<file path="config.mk">
export PLATFORM = sky130hd
export DESIGN_NAME = time_set_sched_flat
export DESIGN_NICKNAME = d
export VERILOG_FILES = /design/src/rtl/time_pkg.sv /design/src/rtl/time_set_sched_if.sv /design/src/rtl/button_press.sv /design/src/rtl/time_set_sched.sv /design/src/flat_wrapper.sv
export SDC_FILE = /design/constraint.sdc
export NUM_CORES = 1
export LEC_CHECK = 0
export BUFFER_PORTS_ARGS = -buffer_cell sky130_fd_sc_hd__clkbuf_2
export CAP_MARGIN = 10
export CORE_UTILIZATION = 40
export CTS_CLUSTER_SIZE = 12
export DETAILED_ROUTE_END_ITERATION = 8
export PLACE_DENSITY_LB_ADDON = 0.08
export SETUP_SLACK_MARGIN = 0.02
export SYNTH_ARGS = -nofsm -noshare
export SYNTH_HDL_FRONTEND = slang
export SYNTH_SLANG_ARGS = --single-unit
</file>
<file path="constraint.sdc">
create_clock -name clk -period 8.55 [get_ports clk]
set_clock_uncertainty 0.2 [all_clocks]
set_input_delay 2.1375 -clock clk [delete_from_list [all_inputs] [get_ports clk]]
set_output_delay 2.1375 -clock clk [all_outputs]
set_load 0.05 [all_outputs]
</file>
<file path="src/rtl/time_pkg.sv">
// Shared widths, limits and state encodings for the wall-clock time setter.
// It also holds the wrap-around increment helpers used by the time registers.
package time_pkg;

    localparam int HOUR_W = 5;
    localparam int MIN_W  = 6;
    localparam int SEC_W  = 6;

    localparam logic [HOUR_W-1:0] HOUR_MAX = 5'd23;
    localparam logic [MIN_W-1:0]  MIN_MAX  = 6'd59;
    localparam logic [SEC_W-1:0]  SEC_MAX  = 6'd59;

    typedef enum logic [1:0] {
        IDLE   = 2'd0,
        HOLD   = 2'd1,
        REPEAT = 2'd2
    } press_state_t;

    typedef enum logic [1:0] {
        GNT_NONE = 2'd0,
        GNT_TICK = 2'd1,
        GNT_MIN  = 2'd2,
        GNT_HOUR = 2'd3
    } grant_t;

    function automatic logic [5:0] inc_wrap6(input logic [5:0] v, input logic [5:0] max_v);
        if (v == max_v) begin
            return 6'd0;
        end else begin
            return v + 6'd1;
        end
    endfunction

    function automatic logic [4:0] inc_wrap5(input logic [4:0] v, input logic [4:0] max_v);
        if (v == max_v) begin
            return 5'd0;
        end else begin
            return v + 5'd1;
        end
    endfunction

endpackage

</file>
<file path="src/rtl/time_set_sched_if.sv">
// Button pins in, wall-clock time and status out.
// The slave side belongs to time_set_sched; the master side belongs to the board or bench.
interface time_set_sched_if;
    import time_pkg::*;

    logic              hour_button;
    logic              minute_button;
    logic [HOUR_W-1:0] hours;
    logic [MIN_W-1:0]  minutes;
    logic [SEC_W-1:0]  seconds;
    logic              sec_tick;
    logic              time_upd;
    logic [1:0]        btn_state;

    modport master (
        output hour_button, minute_button,
        input  hours, minutes, seconds, sec_tick, time_upd, btn_state
    );

    modport slave (
        input  hour_button, minute_button,
        output hours, minutes, seconds, sec_tick, time_upd, btn_state
    );

endinterface

</file>
<file path="src/rtl/button_press.sv">
// One button: a 2-flop synchronizer, a debouncer and a press/auto-repeat FSM.
// inc_o is combinational, so the edge that raises the debounced level also registers the request.
module button_press
    import time_pkg::*;
#(
    parameter int DEBOUNCE_CYC = 250000,
    parameter int REPEAT_DELAY = 12500000,
    parameter int REPEAT_RATE  = 2500000
) (
    input  logic clk,
    input  logic rst_n,
    input  logic btn_i,
    output logic level_o,
    output logic inc_o
);

    localparam int DB_W   = $clog2(DEBOUNCE_CYC + 1);
    localparam int TM_MAX = (REPEAT_DELAY > REPEAT_RATE) ? REPEAT_DELAY : REPEAT_RATE;
    localparam int TM_W   = (TM_MAX > 1) ? $clog2(TM_MAX) : 1;

    localparam logic [DB_W-1:0] DB_LAST    = DB_W'(DEBOUNCE_CYC - 1);
    localparam logic [TM_W-1:0] DELAY_LOAD = TM_W'(REPEAT_DELAY - 1);
    localparam logic [TM_W-1:0] RATE_LOAD  = TM_W'(REPEAT_RATE - 1);

    logic            sync1_q, sync2_q;
    logic [DB_W-1:0] db_cnt_q, db_cnt_d;
    logic            level_q, level_d;
    logic            rise_s;
    press_state_t    state_q, state_d;
    logic [TM_W-1:0] timer_q, timer_d;

    // Synchronizer, debouncer, FSM state and repeat timer registers
    always_ff @(posedge clk or negedge rst_n) begin
        if (!rst_n) begin
            sync1_q  <= 1'b0;
            sync2_q  <= 1'b0;
            db_cnt_q <= '0;
            level_q  <= 1'b0;
            state_q  <= IDLE;
            timer_q  <= '0;
        end else begin
            sync1_q  <= btn_i;
            sync2_q  <= sync1_q;
            db_cnt_q <= db_cnt_d;
            level_q  <= level_d;
            state_q  <= state_d;
            timer_q  <= timer_d;
        end
    end

    // Debounce: the level flips after DEBOUNCE_CYC consecutive disagreeing samples
    always_comb begin
        db_cnt_d = '0;
        level_d  = level_q;
        if (sync2_q != level_q) begin
            if (db_cnt_q == DB_LAST) begin
                level_d  = ~level_q;
                db_cnt_d = '0;
            end else begin
                db_cnt_d = db_cnt_q + DB_W'(1);
            end
        end else begin
            db_cnt_d = '0;
        end
    end

    assign rise_s = level_d & ~level_q;

    // Next-state logic of the press FSM, driven by the post-edge debounced level
    always_comb begin
        state_d = state_q;
        case (state_q)
            IDLE: begin
                if (rise_s) begin
                    state_d = HOLD;
                end else begin
                    state_d = IDLE;
                end
            end
            HOLD, REPEAT: begin
                if (!level_d) begin
                    state_d = IDLE;
                end else if (timer_q == '0) begin
                    state_d = REPEAT;
                end else begin
                    state_d = state_q;
                end
            end
            default: state_d = IDLE;
        endcase
    end

    // FSM outputs: increment request and repeat timer load/decrement
    always_comb begin
        inc_o   = 1'b0;
        timer_d = timer_q;
        case (state_q)
            IDLE: begin
                if (rise_s) begin
                    inc_o   = 1'b1;
                    timer_d = DELAY_LOAD;
                end else begin
                    timer_d = timer_q;
                end
            end
            HOLD, REPEAT: begin
                if (!level_d) begin
                    timer_d = '0;
                end else if (timer_q == '0) begin
                    inc_o   = 1'b1;
                    timer_d = RATE_LOAD;
                end else begin
                    timer_d = timer_q - TM_W'(1);
                end
            end
            default: begin
                inc_o   = 1'b0;
                timer_d = '0;
            end
        endcase
    end

    assign level_o = level_q;

endmodule

</file>
<file path="src/rtl/time_set_sched.sv">
// Owns the hh:mm:ss register and grants one write per cycle to the seconds tick,
// the minute button or the hour button, in that fixed priority order.
module time_set_sched
    import time_pkg::*;
#(
    parameter int TICK_DIV     = 25000000,
    parameter int DEBOUNCE_CYC = 250000,
    parameter int REPEAT_DELAY = 12500000,
    parameter int REPEAT_RATE  = 2500000
) (
    input  logic              clk,
    input  logic              rst_n,
    time_set_sched_if.slave   bus
);

    localparam int              PS_W    = $clog2(TICK_DIV);
    localparam logic [PS_W-1:0] PS_LAST = PS_W'(TICK_DIV - 1);

    logic              min_lvl_s, min_inc_s, hour_lvl_s, hour_inc_s;
    logic [PS_W-1:0]   presc_q, presc_d;
    logic              tick_s;
    grant_t            grant_s;
    logic              min_pend_q, min_pend_d, hour_pend_q, hour_pend_d;
    logic [HOUR_W-1:0] hours_q, hours_d;
    logic [MIN_W-1:0]  minutes_q, minutes_d;
    logic [SEC_W-1:0]  seconds_q, seconds_d;
    logic              time_upd_q;

    button_press #(
        .DEBOUNCE_CYC (DEBOUNCE_CYC),
        .REPEAT_DELAY (REPEAT_DELAY),
        .REPEAT_RATE  (REPEAT_RATE)
    ) u_min_btn (
        .clk     (clk),
        .rst_n   (rst_n),
        .btn_i   (bus.minute_button),
        .level_o (min_lvl_s),
        .inc_o   (min_inc_s)
    );

    button_press #(
        .DEBOUNCE_CYC (DEBOUNCE_CYC),
        .REPEAT_DELAY (REPEAT_DELAY),
        .REPEAT_RATE  (REPEAT_RATE)
    ) u_hour_btn (
        .clk     (clk),
        .rst_n   (rst_n),
        .btn_i   (bus.hour_button),
        .level_o (hour_lvl_s),
        .inc_o   (hour_inc_s)
    );

    assign tick_s = (presc_q == PS_LAST);

    // Fixed-priority grant: tick, then minute pending, then hour pending
    always_comb begin
        grant_s = GNT_NONE;
        if (tick_s) begin
            grant_s = GNT_TICK;
        end else if (min_pend_q) begin
            grant_s = GNT_MIN;
        end else if (hour_pend_q) begin
            grant_s = GNT_HOUR;
        end else begin
            grant_s = GNT_NONE;
        end
    end

    // Next time value, prescaler and pending flags for the granted writer
    always_comb begin
        hours_d   = hours_q;
        minutes_d = minutes_q;
        seconds_d = seconds_q;
        case (grant_s)
            GNT_TICK: begin
                seconds_d = inc_wrap6(seconds_q, SEC_MAX);
                if (seconds_q == SEC_MAX) begin
                    minutes_d = inc_wrap6(minutes_q, MIN_MAX);
                    if (minutes_q == MIN_MAX) begin
                        hours_d = inc_wrap5(hours_q, HOUR_MAX);
                    end else begin
                        hours_d = hours_q;
                    end
                end else begin
                    minutes_d = minutes_q;
                end
            end
            GNT_MIN: begin
                minutes_d = inc_wrap6(minutes_q, MIN_MAX);
                seconds_d = '0;
            end
            GNT_HOUR: hours_d = inc_wrap5(hours_q, HOUR_MAX);
            default: begin
                hours_d   = hours_q;
                minutes_d = minutes_q;
                seconds_d = seconds_q;
            end
        endcase

        // A minute set restarts the second so the new minute starts cleanly
        if (tick_s || (grant_s == GNT_MIN)) begin
            presc_d = '0;
        end else begin
            presc_d = presc_q + PS_W'(1);
        end

        min_pend_d  = min_inc_s  | (min_pend_q  & (grant_s != GNT_MIN));
        hour_pend_d = hour_inc_s | (hour_pend_q & (grant_s != GNT_HOUR));
    end

    // Time, prescaler, pending and update-strobe registers
    always_ff @(posedge clk or negedge rst_n) begin
        if (!rst_n) begin
            presc_q     <= '0;
            min_pend_q  <= 1'b0;
            hour_pend_q <= 1'b0;
            hours_q     <= '0;
            minutes_q   <= '0;
            seconds_q   <= '0;
            time_upd_q  <= 1'b0;
        end else begin
            presc_q     <= presc_d;
            min_pend_q  <= min_pend_d;
            hour_pend_q <= hour_pend_d;
            hours_q     <= hours_d;
            minutes_q   <= minutes_d;
            seconds_q   <= seconds_d;
            time_upd_q  <= (grant_s != GNT_NONE);
        end
    end

    assign bus.hours     = hours_q;
    assign bus.minutes   = minutes_q;
    assign bus.seconds   = seconds_q;
    assign bus.sec_tick  = tick_s;
    assign bus.time_upd  = time_upd_q;
    assign bus.btn_state = {hour_lvl_s, min_lvl_s};

endmodule
</file>
<file path="src/flat_wrapper.sv">
// flat-port wrapper written by rule: the top's interface ports become plain ports
module time_set_sched_flat import time_pkg::*;
#(
    parameter int TICK_DIV     = 25000000,
    parameter int DEBOUNCE_CYC = 250000,
    parameter int REPEAT_DELAY = 12500000,
    parameter int REPEAT_RATE  = 2500000
)
  (clk, rst_n, bus_hour_button, bus_minute_button, bus_hours, bus_minutes, bus_seconds, bus_sec_tick, bus_time_upd, bus_btn_state);
  time_set_sched_if bus_i ();
  input  logic clk;
  input  logic rst_n;
  input wire logic [$bits(bus_i.hour_button)-1:0] bus_hour_button;
  input wire logic [$bits(bus_i.minute_button)-1:0] bus_minute_button;
  output wire logic [$bits(bus_i.hours)-1:0] bus_hours;
  output wire logic [$bits(bus_i.minutes)-1:0] bus_minutes;
  output wire logic [$bits(bus_i.seconds)-1:0] bus_seconds;
  output wire logic [$bits(bus_i.sec_tick)-1:0] bus_sec_tick;
  output wire logic [$bits(bus_i.time_upd)-1:0] bus_time_upd;
  output wire logic [$bits(bus_i.btn_state)-1:0] bus_btn_state;
  assign bus_i.hour_button = bus_hour_button;
  assign bus_i.minute_button = bus_minute_button;
  assign bus_hours = bus_i.hours;
  assign bus_minutes = bus_i.minutes;
  assign bus_seconds = bus_i.seconds;
  assign bus_sec_tick = bus_i.sec_tick;
  assign bus_time_upd = bus_i.time_upd;
  assign bus_btn_state = bus_i.btn_state;
  time_set_sched #(.TICK_DIV(TICK_DIV), .DEBOUNCE_CYC(DEBOUNCE_CYC), .REPEAT_DELAY(REPEAT_DELAY), .REPEAT_RATE(REPEAT_RATE)) u_core (.clk(clk), .rst_n(rst_n), .bus(bus_i));
endmodule
</file>
=== Yosys cells after proc, flatten, opt, wreduce, memory -nomap -nowiden ===
Cells that the tools add are included.

* $add $sub $neg: 8
* $mul: 0
* Div/mod/pow operators: 0
* Order comparisons: 0
* Equality and inequality tests: 23
* Shifts and indexed selects: 0
* Muxes and demuxes: 45
* Bitwise operators: 8
* Reduce and logical (&&, ||, !) cells: 12

{| class="wikitable"
|+ Operators with widths
! operator !! count
|-
| two-way mux 24 bit || 6
|-
| case mux 24 bit (2 select lines) || 2
|-
| two-way mux 18 bit || 4
|-
| logical NOT 24 bit || 2
|-
| subtractor 24 x 1 -> 24 bit, second input constant || 2
|-
| adder 18 x 1 -> 18 bit, second input constant || 2
|-
| equality test 18 bit, second input constant || 2
|-
| adder 25 x 1 -> 25 bit, second input constant || 1
|-
| equality test 25 bit, second input constant || 1
|-
| two-way mux 25 bit || 1
|-
| case mux 6 bit (2 select lines) || 2
|-
| two-way mux 6 bit || 3
|-
| two-way mux 5 bit || 3
|-
| two-way mux 2 bit || 7
|-
| adder 6 x 1 -> 6 bit, second input constant || 2
|-
| equality test 6 bit, second input constant || 2
|-
| two-way mux 1 bit || 12
|-
| case mux 5 bit (2 select lines) || 1
|-
| equality test 2 bit, second input constant || 4
|-
| inequality test 2 bit, second input constant || 4
|-
| case mux 2 bit (2 select lines) || 2
|-
| equality test 2 x 1 -> 1 bit, second input constant || 3
|-
| inequality test 3 bit, second input constant || 2
|-
| nonzero test 2 bit || 3
|-
| other kinds (13) || 23
|}

* Bits in registers: 139
* Bits in latches: 0
* Memory bits (writable): 0
* ROM bits: 0
* Input bits: 4
* Output and inout port bits: 21
* Logic and storage cells: 115
* Memories: 0

=== Depth between registers and ports, before layout ===
Gate-level depths: netlist of run 1.

* Word-level depth: 7
* Gate-level depth with buffers: 11
* Gate-level depth less buffers: 10

=== Modules after synthesis ===
A second synthesis of run 1 with hierarchy kept.

* Cell total of the unflattened synthesis: 808
* Area, all modules: 7465.9 um2

{| class="wikitable"
|+ Modules (own cells, without submodules)
! module !! instances !! cells an instance !! area each (um2) !! sequential area each (um2)
|-
| button_press || 2 || 287 || 2577.5 || 1176.1
|-
| time_set_sched || 1 || 234 || 2311.0 || 1126.1
|}

=== Least setup slack after synthesis of run 1 ===
No wires, ideal clock.

* Kind: register -> output
* Start: reg u_core.presc_q[2]
* End: out bus_sec_tick
* Arrival time: 2411 ps
* Required time: 6213 ps
* Slack: 3802 ps
* Stages on the path, launching flop included: 4
* Buffers on the path: 0
* Cells stage by stage: dfrtp_1 and4_1 nand2_1 nor4_1

* Longest elaborated chain between the ends: 1

{| class="wikitable"
|+ Ends and longest elaborated chain
! what !! line !! text
|-
| from (decl) || time_set_sched.sv:20 || <nowiki>logic [PS_W-1:0] presc_q, presc_d;</nowiki>
|-
| from (signal assigned) || time_set_sched.sv:122 || <nowiki>presc_q <= presc_d;</nowiki>
|-
| equality test 25 bit || time_set_sched.sv:53 || <nowiki>assign tick_s = (presc_q == PS_LAST);</nowiki>
|-
| to (decl) || flat_wrapper.sv:18 || <nowiki>output wire logic [$bits(bus_i.sec_tick)-1:0] bus_sec_tick;</nowiki>
|}

Every way passes these cells.

=== Worst setup path after layout of run 1 ===
* Start: reg u_core.presc_q[0]
* End: out bus_sec_tick

The elaborated chain is that of the path after synthesis.

==> results of run 1 <==
==> metal layers <==
layer  vias up  track usage
met3        21       0.0331
met4         0       0.0698
met2       112        0.297
met1      3003        0.252
met5         -            0
li1       2949            -
==> where the power goes <==
group | leakage (nW) | internal (mW) | switching, mW | total [mW]
clock | 0.316 | 0.531 | 0.279 | 0.810
combinational | 1.80 | 0.00386 | 0.0179 | 0.0217
sequential | 1.91 | 0.661 | 0.00332 | 0.665
==> logic make-up (layout without fill, tap and decap cells) <==
group | count (synthesis) | in the layout
compound gates | 171 | 171
xor+xnor | 58 | 58
mux | 8 | 8
fa+ha+maj | 18 | 18
simple gates | 355 | 355
flops | 139 | 139
buf+inv | 54 | 86
==> final timing paths <==
check	from	end	slack, ns	depth (start not counted)
setup reg to reg	u_core.u_min_btn.timer_q[10]$_DFFE_PN0P_	u_core.u_min_btn.timer_q[19]$_DFFE_PN0P_	4.96	7
max in group asynchronous	rst_n	u_core.u_hour_btn.db_cnt_q[3]$_DFF_PN0_	5.24	2
hold reg to reg	u_core.u_min_btn.sync1_q$_DFF_PN0_	u_core.u_min_btn.sync2_q$_DFF_PN0_	0.15	0
hold / removal	u_core.u_min_btn.sync1_q$_DFF_PN0_	u_core.u_min_btn.sync2_q$_DFF_PN0_	0.15	0
min in group asynchronous	rst_n	u_core.bus.seconds[4]$_DFFE_PN0P_	1.49	1
setup / recovery	u_core.presc_q[0]$_DFF_PN0_	bus_sec_tick	4.01	4
==> cell usage after synthesis (all sizes together), types with 10 or more instances <==
cell type / count
xor2: 36
o21ai: 51
nor2: 98
nand2: 59
inv: 24
a21oi: 38
clkbuf: 25
xnor2: 22
and3: 24
or2: 10
nor4: 18
or3: 11
ha: 18
nand3: 40
or4: 12
nor3: 32
dfrtp: 139
==> layout make-up <==
class	count	area, µm²
Fill cell	1697	9700
Multi-Input combinational cell	610	3770
Sequential cell	139	3480
Clock buffer	20	457
Tap cell	229	287
Clock inverter	12	194
Timing Repair Buffer	30	171
Inverter	24	90.1
==> metrics by stage <==
| step | setup WS, ns | hold WS, ns | util | power (mW) |
|---|---|---|---|---|
| after global placement | 4.53 | 0.138 | 0.430 | 0.699 |
| after CTS | 3.94 | 0.152 | 0.466 | 1.52 |
| after floorplan | 3.80 | 0.131 | - | 0.682 |
| after global routing | 3.79 | 0.164 | 0.466 | 1.55 |
| final | 4.01 | 0.149 | 0.466 | 1.50 |
| after detailed placement | 4.41 | 0.139 | 0.430 | 0.700 |
==> registers in the layout (all words and copies together) (netlist names), 2 cells and up <==
name,count
u_core.u_hour_btn.state_q,2
u_core.bus.seconds,6
u_core.bus.minutes,6
u_core.presc_q,25
u_core.bus.hours,5
u_core.u_min_btn.timer_q,24
u_core.u_hour_btn.timer_q,24
u_core.u_min_btn.db_cnt_q,18
u_core.u_min_btn.state_q,2
u_core.u_hour_btn.db_cnt_q,18
==> cell usage in the layout (no fill, tap or decap), types with 5 or more instances in the layout <==
cell and count:
sky130_fd_sc_hd__or4_1 10, sky130_fd_sc_hd__or3_1 11, sky130_fd_sc_hd__nor2b_1 8, sky130_fd_sc_hd__or2_2 9, sky130_fd_sc_hd__bufinv_16 5, sky130_fd_sc_hd__a31oi_1 6, sky130_fd_sc_hd__nand4b_1 8, sky130_fd_sc_hd__xor2_1 36
sky130_fd_sc_hd__nand3_1 40, sky130_fd_sc_hd__ha_1 18, sky130_fd_sc_hd__a211o_1 9, sky130_fd_sc_hd__nor2_1 97, sky130_fd_sc_hd__and3_1 24, sky130_fd_sc_hd__nor3_1 30, sky130_fd_sc_hd__nand2b_1 9, sky130_fd_sc_hd__dfrtp_1 139
sky130_fd_sc_hd__a221o_1 6, sky130_fd_sc_hd__a21oi_1 38, sky130_fd_sc_hd__nand4_1 9, sky130_fd_sc_hd__nand2_1 59, sky130_fd_sc_hd__nor4b_1 7, sky130_fd_sc_hd__clkbuf_2 23, sky130_fd_sc_hd__xnor2_1 22, sky130_fd_sc_hd__a211oi_1 5
sky130_fd_sc_hd__o21ai_0 48, sky130_fd_sc_hd__clkbuf_16 17, sky130_fd_sc_hd__inv_1 24, sky130_fd_sc_hd__o31ai_1 8, sky130_fd_sc_hd__buf_4 6, sky130_fd_sc_hd__mux2_2 5, sky130_fd_sc_hd__a22o_1 6, sky130_fd_sc_hd__nor4_1 18
==> Implementation_results.wiki, run 1 <==
{| class="wikitable"
! Metric !! Value
|-
| FF+latch count, synth || 139
|-
| Leading register cell type out of synthesis || sky130_fd_sc_hd__dfrtp_1
|-
| Post-CTS setup buffer count || 0
|-
| Placed Cells incl. Taps || 1032
|-
| Ordered list of cells on the worst path || ha_1 -> nand2_1 -> nor4_1 -> clkbuf_2
|-
| Sinks on Clock Net || 139
|-
| Critical path capture point type || primary output
|-
| Avg Vias per Cell || 5.72
|-
| Number of antenna-violating nets in the routed design || 0
|-
| Hpwl dp || 11300 µm
|-
| Worst endpoint required time || 6.21 ns
|-
| Synthesized-area fraction occupied by xor and xnor cells || 0.0681
|-
| Run status || finished, violations left
|-
| Number of flops mapped to enable cells by yosys || 0
|-
| DRC || 3
|-
| Count of inserted antenna diode cells || 0
|-
| Vias after detailed routing || 6085
|-
| Highest signal layer in the routed design || met4
|-
| Classification of the worst-slack hold path || register to register
|-
| Area after detailed placement || 7800 µm²
|-
| Met2 routed WL || 7990 µm
|-
| Power per unit of standard cell area || 177 nW/µm²
|-
| Failing checks || design-rule violations
|-
| Clock tree from TritonCTS || done
|-
| Combined buffer and inverter count along the critical path || 1
|-
| CTS clk-pin slew, worst paths || 0.06 ns
|-
| Effective utilization at floorplan || 0.411
|-
| Number of buffers inserted for hold repair after clock tree synthesis || 0
|-
| Net count after synthesis || 825
|-
| Via count of the first global-routing pass || 6061
|-
| Final setup vio count || 0
|-
| Wl on met1 || 8110 µm
|-
| Share of the synthesized area in the top cell type || 0.466
|-
| Buffers on Ports || 24
|-
| Fraction of layout instances using a drive strength above 1 || 0.103
|-
| Async SR Flop Fraction || 1.00
|-
| Final Net Count || 844
|-
| Multiplexer share of the synthesized area || 0.0116
|-
| Routability cong. || 0.802
|-
| Area growth from synthesis to layout || 13.3%
|-
| Standby leakage power || 4.03 nW
|-
| Combined global-route utilization of all metal layers || 0.186
|-
| Num rows || 49
|-
| Depth of the CTS H-tree || 4
|-
| Root Buffer || sky130_fd_sc_hd__clkbuf_16
|-
| Maximum number of pins on one net before global-route repair || 76
|-
| Final-report max-slew violation count || 0
|-
| TritonCTS Buffers || 17
|-
| Relative slew slack || 0.318
|-
| Drt initial violations || 458
|-
| Final hold violations || 0
|-
| Standard cell core area || 18100 µm²
|-
| Simple-gate area share of the yosys netlist || 0.245
|-
| Sum of overflow across all layers after global routing || 0
|-
| Cell type of the slowest stage on the worst timing path || sky130_fd_sc_hd__nor4_1
|-
| DIE WIDTH || 139 µm
|-
| Critical path fanouts, max || 6
|-
| Maximum buffer depth of the clock tree || 2
|-
| Worst supply voltage drop on vdd || 0.145 mV
|-
| Fmax achieved || 220 MHz
|-
| CP arrival || 2.21 ns
|-
| Transition time at the pin with the least slew margin || 1.02 ns
|-
| Drt total wl || 16900 µm
|-
| Kind of cell with the highest combined delay on the critical path || simple AND/OR/NAND/NOR gates
|-
| Finished layout cell area || 8450 µm²
|-
| Clock latency on the worst-skew pair || 0.42 ns
|-
| Max-cap viol count || 0
|-
| Post-synthesis cell type count || 62
|-
| Warnings from Yosys || 0
|-
| Area enclosed by the die boundary || 19200 µm²
|-
| Top cell type by total area after synthesis || sky130_fd_sc_hd__dfrtp_1
|-
| Total negative setup slack || 0 ns
|-
| Wire length of the first global-routing pass || 29100 µm
|-
| Leading post-synthesis cells by cell area || sky130_fd_sc_hd__dfrtp_1 47%, sky130_fd_sc_hd__nor2_1 4.9%, sky130_fd_sc_hd__xor2_1 4.2%
|-
| Sort of element at the start of the critical path || register
|-
| Final period utilization || 0.532
|-
| Main combinational cell family by area after synthesis || simple AND/OR/NAND/NOR gates
|-
| Compound-gate portion of the synthesized area || 0.151
|-
| Combined area of all synthesized cells || 7460 µm²
|-
| # IOs || 25
|-
| Biggest cell delay along the critical path || 0.56 ns
|-
| Adder and majority gate portion of the synthesized area || 0.0302
|-
| Critical setup path kind || register to primary output
|-
| RSZ-0062 raised after global routing || no
|-
| DIE HEIGHT || 139 µm
|-
| Final cell count without fillers || 1064
|-
| Number of gates given a new drive strength after cts || 0
|-
| Routed length per placed instance || 15.9 µm
|-
| Shortest clock period the worst path allows after layout || 4.54 ns
|-
| Total iterations of the first detailed-routing run || 7
|-
| Initial antenna violation count || 0
|-
| WL met3 || 601 µm
|-
| Mapped Cells || 803
|-
| Average size of a mapped cell || 9.29 µm²
|-
| Sequential area share after synthesis || 0.466
|}
Power figures use the tool's default switching activity.
==> run 2: changes to the inputs <==
--- a/config.mk
+++ b/config.mk
@@ -5,6 +5,7 @@
 export SDC_FILE = /design/constraint.sdc
 export NUM_CORES = 1
 export LEC_CHECK = 0
+export ABC_AREA = 1
 export BUFFER_PORTS_ARGS = -buffer_cell sky130_fd_sc_hd__clkbuf_2
 export CAP_MARGIN = 10
 export CORE_UTILIZATION = 40
==> constraint.sdc (replaced) <==
create_clock -name clk -period 4.75 [get_ports clk]
set_clock_uncertainty 0.2 [all_clocks]
set_input_delay 1.1875 -clock clk [delete_from_list [all_inputs] [get_ports clk]]
set_output_delay 1.1875 -clock clk [all_outputs]
set_load 0.05 [all_outputs]
==> run 2 against run 1 <==
Sequential power grew 80%. Global-route usage rose by 0.43 points. Largest power group unchanged. Total power up 76%. Non-clock buffer count decreased by 5. Core utilization down 0.70 points. The flow now finishes without violations. Sequential share of layout area shrank 3.9 points. Wire length rose by 10%. Critical path type is now register to register. Combinational power up 100%.
==> Implementation_results.wiki, run 2 <==
{| class="wikitable"
! Metric !! Value
|-
| Run status || completed
|-
| Sinks on Clock Net || 139 (unchanged)
|-
| Final hold violations || 0 (unchanged)
|-
| Standby leakage power || 4.78 nW (+19%)
|-
| Classification of the worst-slack hold path || register to register
|-
| # IOs || 25 (unchanged)
|-
| Net count after synthesis || 1178 (+43%)
|-
| Total negative setup slack || 0 ns (unchanged)
|-
| Area growth from synthesis to layout || 11.9%
|-
| Clock network fraction of design power || 0.530 (-0.011)
|-
| Final Net Count || 1207 (+43%)
|-
| Root Buffer || sky130_fd_sc_hd__clkbuf_16
|-
| Buffers on Ports || 24 (unchanged)
|-
| Count of inserted antenna diode cells || 0 (unchanged)
|-
| Critical path fanouts, max || 25 (+19)
|-
| Sort of element at the start of the critical path || register
|-
| Most common cell after layout, fill and taps aside || sky130_fd_sc_hd__nand2_1
|-
| Switching power || 0.592 mW (+97%)
|-
| Sum of overflow across all layers after global routing || 0 (unchanged)
|-
| Post-CTS setup buffer count || 0 (unchanged)
|-
| Vias after detailed routing || 7066 (+16%)
|-
| Combined area of all synthesized cells || 8350 µm² (+12%)
|-
| Most instantiated library cell after synthesis || sky130_fd_sc_hd__nand2_1
|-
| Crit path from || u_core.presc_q[0]$_DFF_PN0_
|-
| Leading register cell type out of synthesis || sky130_fd_sc_hd__dfrtp_1
|-
| Relative slew slack || 0.434 (+0.116)
|-
| Worst endpoint required time || 4.88 ns (-1.33 ns)
|-
| Final-report max-slew violation count || 0 (unchanged)
|-
| Power per unit of standard cell area || 282 nW/µm² (+59%)
|-
| Number of flip-flops under the largest register name || 25 (unchanged)
|-
| RSZ-0062 raised after global routing || no
|-
| Internal Pwr Total || 2.04 mW (+71%)
|-
| Hpwl dp || 13300 µm (+18%)
|-
| Max-cap viol count || 0 (unchanged)
|-
| Capture point of the worst reg-to-reg path || u_core.presc_q[2]$_DFF_PN0_
|-
| Share of power burned in registers || 0.454 (+0.010)
|-
| Worst supply voltage drop on vdd || 0.197 mV (+36%)
|-
| Average size of a mapped cell || 7.22 µm² (-22%)
|-
| Avg Vias per Cell || 4.81 (-16%)
|-
| Combined global-route utilization of all metal layers || 0.190 (+0.00435)
|-
| Worst Setup EP || u_core.presc_q[2]$_DFF_PN0_
|-
| Num rows || 52 (+6.1%)
|-
| Setup slack on the worst flop-to-flop path || 1.55 ns (-3.41 ns)
|-
| CTS clk-pin slew, worst paths || 0.06 ns (about the same)
|-
| Number of antenna-violating nets in the routed design || 0 (unchanged)
|-
| Sequential area share after synthesis || 0.417 (-0.0495)
|-
| Top cell type by total area after synthesis || sky130_fd_sc_hd__dfrtp_1
|-
| Depth of the CTS H-tree || 4 (unchanged)
|-
| Placed Cells incl. Taps || 1436 (+39%)
|-
| Post-synthesis cell type count || 35 (-44%)
|-
| Maximum buffer depth of the clock tree || 2 (unchanged)
|-
| Mapped Cells || 1156 (+44%)
|-
| TritonCTS Buffers || 17 (unchanged)
|-
| Number of gates given a new drive strength after cts || 0 (unchanged)
|-
| Via count of the first global-routing pass || 7011 (+16%)
|-
| Shortest clock period the worst path allows after layout || 3.20 ns
|-
| Effective utilization at floorplan || 0.410 (-0.00120)
|-
| Fraction of layout instances using a drive strength above 1 || 0.0751 (-0.0279)
|-
| FF+latch count, synth || 139 (unchanged)
|-
| Fmax achieved || 313 MHz
|-
| Startpoint of the lowest-slack register-to-register path || u_core.presc_q[0]$_DFF_PN0_
|-
| Largest registers ranked by flip-flop count || u_core.presc_q (25), u_core.u_hour_btn.timer_q (24), u_core.u_min_btn.timer_q (24)
|-
| Cell depth of the worst flop-to-flop path || 12 (+5)
|-
| Transition time at the pin with the least slew margin || 0.849 ns (-0.170 ns)
|-
| Maximum number of pins on one net before global-route repair || 90 (+18%)
|-
| Area enclosed by the die boundary || 21500 µm² (+12%)
|-
| CP arrival || 3.33 ns (+1.12 ns)
|-
| Standard cell core area || 20400 µm² (+12%)
|-
| Drt initial violations || 376 (-18%)
|-
| Leading post-synthesis cells by cell area || sky130_fd_sc_hd__dfrtp_1 42%, sky130_fd_sc_hd__nand2_1 13%, sky130_fd_sc_hd__nor2_1 8.3%
|-
| Async SR Flop Fraction || 1.00 (unchanged)
|-
| DIE HEIGHT || 146 µm (+5.7%)
|-
| Most flop-heavy register || u_core.presc_q
|-
| Final period utilization || 0.674
|-
| Gate power share || 0.017 (+0.002)
|-
| DIE WIDTH || 146 µm (+5.7%)
|-
| Wire length of the first global-routing pass || 33100 µm (+14%)
|-
| Clock tree from TritonCTS || done
|-
| Most used cells in the layout excluding fill and tap cells || 286 x sky130_fd_sc_hd__nand2_1, 185 x sky130_fd_sc_hd__nor2_1, 155 x sky130_fd_sc_hd__inv_1
|-
| Number of flops mapped to enable cells by yosys || 0 (unchanged)
|-
| Number of buffers inserted for hold repair after clock tree synthesis || 0 (unchanged)
|-
| Final setup vio count || 0 (unchanged)
|-
| Initial antenna violation count || 0 (unchanged)
|-
| DRC || 0 (-3)
|-
| Drt total wl || 18700 µm (+10%)
|-
| Routability cong. || 0.865 (+7.8%)
|-
| Final cell count without fillers || 1468 (+38%)
|-
| Total iterations of the first detailed-routing run || 5 (-2)
|-
| Most frequent cells after synthesis || 286 x sky130_fd_sc_hd__nand2_1, 185 x sky130_fd_sc_hd__nor2_1, 155 x sky130_fd_sc_hd__inv_1
|-
| Clock latency on the worst-skew pair || 0.42 ns (about the same)
|-
| Warnings from Yosys || 0 (unchanged)
|-
| Share of the synthesized area in the top cell type || 0.417 (-0.0495)
|-
| Critical setup path kind || register to register
|-
| Routed length per placed instance || 12.7 µm (-20%)
|-
| Net switching share of the total power || 0.225 (+0.0242)
|-
| Critical path capture point type || register
|}
==> run 2: cell types whose count changed in the layout (fill, tap and decap cells not counted), sizes merged, moves of 12 or more <==
cell	previous run	this run
and3	24	0
inv	24	162
nand2	59	292
nand3	40	111
nand4	9	25
nor2	98	195
nor4	18	6
or4	12	0
==> run 2: power by group through the flow <==
stage / sequential (mW) / clock (mW) / combinational [mW]
6_report: 1.20 / 1.40 / 0.0439
5_1_grt: 1.20 / 1.48 / 0.0528
4_1_cts: 1.19 / 1.43 / 0.0469
3_5_place_dp: 1.22 / 0 / 0.0470
3_3_place_gp: 1.22 / 0 / 0.0465
2_1_floorplan: 1.22 / 0 / 0.0137
==> run 2: cell families after synthesis <==
| logic type | Yosys count | share of synthesized area |
|---|---|---|
| and+or+nand+nor | 678 | 0.355 |
| adders and majority gates | 18 | 0.0270 |
| DFF | 139 | 0.417 |
| AOI/OAI and AO/OA | 87 | 0.0552 |
| xor gates and xnor gates | 60 | 0.0629 |
| buffers and inverters | 174 | 0.0833 |
==> run 2: cell type report <==
class                   count  area (µm²)
flip-flops and latches    139        3480
clock inverters            13         165
repair buffers             25         146
fillers                  2107       11000
multi-input cells         843        4170
clock buffers              19         443
well taps                 270         338
inverters                 159         597
==> run 2: worst min path at each step <==
stage,start,end,cells past startpoint
final,u_core.u_hour_btn.sync1_q$_DFF_PN0_,u_core.u_hour_btn.sync2_q$_DFF_PN0_,0
after floorplan,u_core.u_hour_btn.sync1_q$_DFF_PN0_,u_core.u_hour_btn.sync2_q$_DFF_PN0_,0
after CTS,u_core.u_hour_btn.sync1_q$_DFF_PN0_,u_core.u_hour_btn.sync2_q$_DFF_PN0_,0
after global routing,u_core.u_hour_btn.sync1_q$_DFF_PN0_,u_core.u_hour_btn.sync2_q$_DFF_PN0_,0
after detailed placement,u_core.u_hour_btn.sync1_q$_DFF_PN0_,u_core.u_hour_btn.sync2_q$_DFF_PN0_,0
after global placement,u_core.u_hour_btn.sync1_q$_DFF_PN0_,u_core.u_hour_btn.sync2_q$_DFF_PN0_,0
==> run 2: through the flow <==
stage	setup WS, ns	cell area, µm²	hold WS, ns	total power, mW	utilization
2_1_floorplan	1.55	8350	0.131	1.23	-
3_5_place_dp	1.47	8730	0.135	1.26	0.429
4_1_cts	1.46	9340	0.149	2.67	0.459
6_report	1.55	9340	0.148	2.63	0.459
5_1_grt	1.13	9340	0.159	2.73	0.459
3_3_place_gp	1.56	8730	0.135	1.26	0.429
==> run 2: metal layers <==
| layer | GRT usage | part of all wire | up-vias |
|---|---|---|---|
| li1 | - | - | 3721 |
| met4 | 0.0484 | 0.010 | 0 |
| met1 | 0.248 | 0.49 | 3245 |
| met5 | 0 | 0 | - |
| met3 | 0.0356 | 0.024 | 15 |
| met2 | 0.323 | 0.48 | 85 |
==> run 2: critical path: stages, from the launching register on <==
cell,delay (ns)
sky130_fd_sc_hd__dfrtp_1,0.43
sky130_fd_sc_hd__ha_1,0.24
sky130_fd_sc_hd__nand2_1,0.08
sky130_fd_sc_hd__nor2_1,0.33
sky130_fd_sc_hd__nand2_1,0.10
sky130_fd_sc_hd__nor2_1,0.12
sky130_fd_sc_hd__nand2_1,0.10
sky130_fd_sc_hd__o21ai_0,0.16
sky130_fd_sc_hd__inv_1,0.11
sky130_fd_sc_hd__ha_1,0.25
sky130_fd_sc_hd__inv_1,0.12
sky130_fd_sc_hd__nand2_1,0.49
sky130_fd_sc_hd__nor3b_1,0.36
